<file path="src/rtl/neo_rx.sv">
// NeoPixel (WS2812-style) serial receiver: pulse-width bit decode, 24-bit GRB
// pixel assembly, latch-gap framing and sticky error reporting.
module neo_rx #(
  parameter int unsigned BIT_THRESH   = 26,
  parameter int unsigned MIN_HIGH     = 8,
  parameter int unsigned MAX_HIGH     = 60,
  parameter int unsigned LATCH_CYCLES = 2500,
  parameter int unsigned NUM_PIXELS   = 8
) (
  input  logic        clock,
  input  logic        reset,
  input  logic        neo_in,
  input  logic        clear_err,
  output logic [23:0] pixel_data,
  output logic [2:0]  pixel_index,
  output logic        pixel_valid,
  output logic        frame_done,
  output logic [3:0]  frame_pixels,
  output logic [3:0]  error
);

  localparam int unsigned HW = $clog2(MAX_HIGH + 1);
  localparam int unsigned LW = $clog2(LATCH_CYCLES + 1);
  localparam int unsigned PW = $clog2(NUM_PIXELS + 1);

  localparam logic [HW-1:0] HIGH_MIN    = HW'(MIN_HIGH);
  localparam logic [HW-1:0] HIGH_BIT    = HW'(BIT_THRESH);
  localparam logic [HW-1:0] HIGH_MAX    = HW'(MAX_HIGH);
  localparam logic [HW-1:0] HIGH_MAX_M1 = HW'(MAX_HIGH - 1);
  localparam logic [LW-1:0] LATCH_M1    = LW'(LATCH_CYCLES - 1);
  localparam logic [PW-1:0] PIX_MAX     = PW'(NUM_PIXELS);

  typedef enum logic [1:0] {SYNC, IDLE, HIGH, LOW} state_e;

  state_e        state, state_d;
  logic [1:0]    sync_q;
  logic          line;
  logic [HW-1:0] high_cnt, high_cnt_d;
  logic [LW-1:0] low_cnt, low_cnt_d;
  logic [4:0]    bit_cnt, bit_cnt_d;
  logic [22:0]   shift, shift_d;
  logic [PW-1:0] pix_cnt, pix_cnt_d;
  logic [23:0]   pixel_data_d;
  logic [2:0]    pixel_index_d;
  logic          pixel_valid_d, frame_done_d;
  logic [3:0]    frame_pixels_d, error_d, err_set;
  logic          bit_val;

  assign line    = sync_q[1];
  assign bit_val = (high_cnt >= HIGH_BIT);

  // State register
  always_ff @(posedge clock) begin
    if (reset) state <= SYNC;
    else       state <= state_d;
  end

  // Next-state logic
  always_comb begin
    state_d = state;
    case (state)
      SYNC: if (!line && low_cnt == LATCH_M1) state_d = IDLE;
      IDLE: if (line) state_d = HIGH;
      HIGH: begin
        if (line) begin
          if (high_cnt == HIGH_MAX_M1) state_d = SYNC;
        end else if (high_cnt < HIGH_MIN) begin
          state_d = SYNC;
        end else begin
          state_d = LOW;
        end
      end
      LOW: begin
        if (line)                      state_d = HIGH;
        else if (low_cnt == LATCH_M1)  state_d = IDLE;
      end
      default: state_d = SYNC;
    endcase
  end

  // Datapath and output next values
  always_comb begin
    high_cnt_d     = high_cnt;
    low_cnt_d      = low_cnt;
    bit_cnt_d      = bit_cnt;
    shift_d        = shift;
    pix_cnt_d      = pix_cnt;
    pixel_data_d   = pixel_data;
    pixel_index_d  = pixel_index;
    frame_pixels_d = frame_pixels;
    pixel_valid_d  = 1'b0;
    frame_done_d   = 1'b0;
    err_set        = 4'b0000;
    case (state)
      SYNC: begin
        high_cnt_d = '0;
        bit_cnt_d  = '0;
        shift_d    = '0;
        if (line || low_cnt == LATCH_M1) low_cnt_d = '0;
        else                             low_cnt_d = low_cnt + LW'(1);
      end
      IDLE: begin
        if (line) begin
          high_cnt_d = HW'(1);
          low_cnt_d  = '0;
          bit_cnt_d  = '0;
          shift_d    = '0;
          pix_cnt_d  = '0;
        end
      end
      HIGH: begin
        if (line) begin
          if (high_cnt == HIGH_MAX_M1) begin
            err_set[1] = 1'b1;
            high_cnt_d = '0;
            low_cnt_d  = '0;
            bit_cnt_d  = '0;
            shift_d    = '0;
          end else if (high_cnt != HIGH_MAX) begin
            high_cnt_d = high_cnt + HW'(1);
          end
        end else if (high_cnt < HIGH_MIN) begin
          err_set[0] = 1'b1;
          high_cnt_d = '0;
          low_cnt_d  = '0;
          bit_cnt_d  = '0;
          shift_d    = '0;
        end else begin
          high_cnt_d = '0;
          low_cnt_d  = LW'(1);
          shift_d    = {shift[21:0], bit_val};
          if (bit_cnt == 5'd23) begin
            bit_cnt_d = '0;
            if (pix_cnt < PIX_MAX) begin
              pixel_data_d  = {shift, bit_val};
              pixel_index_d = 3'(pix_cnt);
              pixel_valid_d = 1'b1;
              pix_cnt_d     = pix_cnt + PW'(1);
            end else begin
              err_set[3] = 1'b1;
            end
          end else begin
            bit_cnt_d = bit_cnt + 5'd1;
          end
        end
      end
      LOW: begin
        if (line) begin
          high_cnt_d = HW'(1);
          low_cnt_d  = '0;
        end else if (low_cnt == LATCH_M1) begin
          frame_done_d   = 1'b1;
          frame_pixels_d = 4'(pix_cnt);
          err_set[2]     = (bit_cnt != 5'd0);
          low_cnt_d      = '0;
          bit_cnt_d      = '0;
          shift_d        = '0;
        end else begin
          low_cnt_d = low_cnt + LW'(1);
        end
      end
      default: ;
    endcase
    // A clear coinciding with a new error keeps the new bit.
    error_d = (clear_err ? 4'b0000 : error) | err_set;
  end

  // Synchronizer, counters and registered outputs
  always_ff @(posedge clock) begin
    if (reset) begin
      sync_q       <= '0;
      high_cnt     <= '0;
      low_cnt      <= '0;
      bit_cnt      <= '0;
      shift        <= '0;
      pix_cnt      <= '0;
      pixel_data   <= '0;
      pixel_index  <= '0;
      pixel_valid  <= 1'b0;
      frame_done   <= 1'b0;
      frame_pixels <= '0;
      error        <= '0;
    end else begin
      sync_q       <= {sync_q[0], neo_in};
      high_cnt     <= high_cnt_d;
      low_cnt      <= low_cnt_d;
      bit_cnt      <= bit_cnt_d;
      shift        <= shift_d;
      pix_cnt      <= pix_cnt_d;
      pixel_data   <= pixel_data_d;
      pixel_index  <= pixel_index_d;
      pixel_valid  <= pixel_valid_d;
      frame_done   <= frame_done_d;
      frame_pixels <= frame_pixels_d;
      error        <= error_d;
    end
  end

endmodule

</file>
<file path="config.mk">
export PLATFORM = sky130hd
export DESIGN_NAME = neo_rx
export DESIGN_NICKNAME = d
export VERILOG_FILES = /design/src/rtl/neo_rx.sv
export SDC_FILE = /design/constraint.sdc
export NUM_CORES = 1
export LEC_CHECK = 0
export BUFFER_PORTS_ARGS = -buffer_cell sky130_fd_sc_hd__buf_2
export CELL_PAD_IN_SITES_DETAIL_PLACEMENT = 1
export CELL_PAD_IN_SITES_GLOBAL_PLACEMENT = 1
export CORE_MARGIN = 2
export CORE_UTILIZATION = 40
export DETAILED_ROUTE_END_ITERATION = 6
export GPL_TIMING_DRIVEN = 0
export PLACE_DENSITY_LB_ADDON = 0.3
export SLEW_MARGIN = 15
export SYNTH_ARGS = -nofsm -noshare
export SYNTH_HDL_FRONTEND = slang
export SYNTH_SLANG_ARGS = --single-unit
</file>
<file path="constraint.sdc">
create_clock -name clock -period 1.55 [get_ports clock]
set_input_delay 0.0775 -clock clock [delete_from_list [all_inputs] [get_ports clock]]
set_output_delay 0.0775 -clock clock [all_outputs]
set_load 0.005 [all_outputs]
</file>
==> impl_metrics.env <==
export IMPL_status="finished, violations left"
export IMPL_violations="negative setup slack"
export IMPL_synth_top_family_by_area="simple AND/OR/NAND/NOR gates"
export IMPL_grt_setup_unrepaired="true"
export IMPL_worstSetupStartpointType="flop"
export IMPL_dr_max_layer_used="met4"
export IMPL_fin_ws_ps=-267.1
export IMPL_hpwl_um=7690
export IMPL_grt_pass1_wl_um=20870
export IMPL_fp_dieW_um=103.7
export IMPL_diodes=0
export IMPL_total_leakage_power_nw=1.966
export IMPL_p_per_area_nw_per_um2=785.1
export IMPL_htreeDepth=3
export IMPL_antenna_found_initial=0
export IMPL_swShare_pct=23.49
export IMPL_dpl_cell_area_sq_um=4394
export IMPL_num_nets_final=587
export IMPL_synthFlopType="dfxtp_1"
export IMPL_post_drt_wl_per_cell_um=20.38
export IMPL_synth_xor_area_share_pct=0.6612
export IMPL_syn_area_sq_um=3974
export IMPL_die_y_um=103.7
export IMPL_overflow=0
export IMPL_syn_to_final_growth_pct=38.41
export IMPL_place_congestion=0.8492
export IMPL_synthMuxAreaShare_pct=1.291
export IMPL_rr_endpoint="pixel_index[1]"
export IMPL_yosys_top_cells_area="dfxtp_1, nand2_1, a21oi_1"
export IMPL_first_iter_violations=179
export IMPL_r2r_start="bit_cnt[2]"
export IMPL_critPathMaxStageDelay_ps=470
export IMPL_crit_fanout=10
export IMPL_yosysMostFrequentCell="nand2_1"
export IMPL_finalClockSkew_ps=7.641
export IMPL_die_area_sq_um=10750
export IMPL_drc=0
export IMPL_critPathSlowestCell="dfxtp_1"
export IMPL_syn_avg_cell_area_sq_um=8.384
export IMPL_crit_end="pixel_index[1]"
export IMPL_maxSlewHeadroom_pct=50.11
export IMPL_fin_setup_tns_ps=-13900
export IMPL_path_class="flop to flop"
export IMPL_clk_pin_slew_ps=90
export IMPL_combPwrFrac_pct=2.9
export IMPL_rows=36
export IMPL_root_buffer="clkbuf_8"
export IMPL_post_route_util_pct=56.53
export IMPL_portBuffers=39
export IMPL_min_from="clear_err"
export IMPL_path_cells="nand4b_1 -> buf_4 -> nor4_4 -> buf_6 -> buf_8 -> nand2_1 -> a21oi_1"
export IMPL_cts_buffers=9
export IMPL_yosysSeqAreaShare_pct=45.84
export IMPL_stdcell_area_sq_um=5500
export IMPL_tightest_slew_ps=748.4
export IMPL_dr_wl_met3_um=700
export IMPL_startpoint="bit_cnt[2]"
export IMPL_vias_per_cell=5.752
export IMPL_power_internal_mw=3.304
export IMPL_layout_min_cycle_time_ps=1817
export IMPL_fmax_ghz=0.5503
export IMPL_peakVddDrop_uv=467.6
export IMPL_yosysTopAreaCell="dfxtp_1"
export IMPL_finalCritPeriodShare_pct=117.2
export IMPL_p_total_mw=4.318
export IMPL_sequentialPowerShare_pct=54.5
export IMPL_ys_warn_count=0
export IMPL_drtPass1Iterations=4
export IMPL_grt_total_usage_pct=24.06
export IMPL_grt_max_degree=16
export IMPL_cp_arrival_ps=2130
export IMPL_num_vias=4107
export IMPL_synth_simple_gate_area_share_pct=23.05
export IMPL_pre_cts_slack_ps=-484.8
export IMPL_grt_pass1_vias=4033
export IMPL_drv_slew=0
export IMPL_cap_violations=0
export IMPL_wl_met2_um=7153
export IMPL_synth_edf_count=0
export IMPL_ant_nets=0
export IMPL_layout_drive_gt1_share_pct=34.77
export IMPL_postSynthNetCount=485
export IMPL_synth_seq_cells=91
export IMPL_r2r_cells=7
export IMPL_cts_sinks=91
export IMPL_hp_class="input port to flop"
export IMPL_power_switching_mw=1.015
export IMPL_insertion_delay_ps=380
export IMPL_initial_core_util_pct=40.84
export IMPL_met1_length_um=6429
export IMPL_fp_coreArea_sq_um=9729
export IMPL_cp_required_ps=1860
export IMPL_worstSetupEndpointType="flop"
export IMPL_cts_tree="built"
export IMPL_finalSetupViolCount=79
export IMPL_synth_compound_area_share_pct=21.03
export IMPL_synth_cells=474
export IMPL_yosysUniqueCellTypes=53
export IMPL_power_frac_clock_pct=42.6
export IMPL_rrSetupSlack_ps=-270
export IMPL_synthArstFlopShare_pct=0
export IMPL_finalHoldViolations=0
export IMPL_pin_count=41
export IMPL_finalWirelength_um=14550
export IMPL_synth_top_area_share_pct=45.84
export IMPL_synth_adder_area_share_pct=2.204
export IMPL_cts_buffer_depth=2
export IMPL_synth_top_cells_by_count="nand2_1, dfxtp_1, a21oi_1, o211ai_1"
## per-stage QoR
stage | hold slack [ps] | std cells
floorplan | 205.7 | 474
global placement | 285.5 | 646
detailed placement | 311.9 | 646
CTS | 54.33 | 696
global route | 80.05 | 714
finish | 46.09 | 714
## cells by family (layout without fill, tap and decap cells)
| family | count (synthesis) | after routing |
|---|---|---|
| compound gates | 135 | 136 |
| fa+ha+maj | 7 | 7 |
| flops | 91 | 91 |
| mux | 5 | 5 |
| buf+inv | 50 | 156 |
| xor+xnor | 3 | 3 |
| simple gates | 183 | 183 |
## power groups by stage
stage / clock network, mW / logic (mW) / registers, mW
4_1_cts: 1.85 / 0.114 / 2.35
5_1_grt: 1.95 / 0.133 / 2.35
3_5_place_dp: 0 / 0.0930 / 2.41
2_1_floorplan: 0 / 0.0589 / 2.41
6_report: 1.84 / 0.127 / 2.35
3_3_place_gp: 0 / 0.0896 / 2.41
## placed cells by master (no fill, tap or decap), types with 5 or more instances in the layout
cell      count
o211ai_1     30
buf_4        40
dfxtp_2      13
nand2_4       7
buf_8         5
inv_1        16
nor2_1       17
buf_2        43
buf_6        14
clkbuf_1     13
nand3_1      15
a21oi_2      14
nand2_1      80
nand2_2       5
o221ai_1      6
a21oi_1      54
clkbuf_8     10
dfxtp_1      75
o21ai_0       7
nand4b_1      6
nor3_1        8
## flip-flops by register name (all words and copies together), names as in the netlist
register and cells:
state 2, frame_pixels 4, error 4, shift 23, pixel_data 24, high_cnt 6, pix_cnt 4, pixel_index 3
pixel_valid 1, frame_done 1, sync_q 2, bit_cnt 5, low_cnt 12
## critical path: cells and delay by family (launching register included)
kind,cells,cell delay (ps)
buffers and inverters,3,520
AND/OR/NAND/NOR,3,590
flip-flops,1,470
AO/OA/AOI/OAI,1,160
## how the worst min path moves through the flow
| stage | endpoint | slack [ps] | cells after the start |
|---|---|---|---|
| after global placement | sync_q[0] | 290 | 2 |
| after floorplan | sync_q[0] | 210 | 1 |
| final | error[2] | 50 | 4 |
| after global routing | error[3] | 80 | 4 |
| after CTS | error[3] | 50 | 4 |
| after detailed placement | sync_q[0] | 310 | 2 |
## cell type report
type,count,area [sq um]
fillers,1159,4229
multi-input cells,334,2242
plain buffers,32,276.5
clock buffers,11,131.4
inverters,18,72.57
well taps,133,166.4
flip-flops and latches,91,1849
repair buffers,90,676.9
clock inverters,5,85.08
## layer usage
metal | vias to the layer above | global-route usage (%)
met5 | - | 0
met4 | 0 | 9.363
met3 | 24 | 4.972
met2 | 134 | 40.59
met1 | 2053 | 30.22
li1 | 1896 | -
## what timing repair did
action | CTS | global route
pin swaps | 28 | 25
hold endpoints to repair | 1 | 0
cloned | 4 | 6
resized for setup | 68 | 49
setup buffers | 29 | 12
hold buffers | 1 | 0
endpoints found under the setup margin | 81 | 85
No activity file was read; power rests on OpenSTA's default activity.
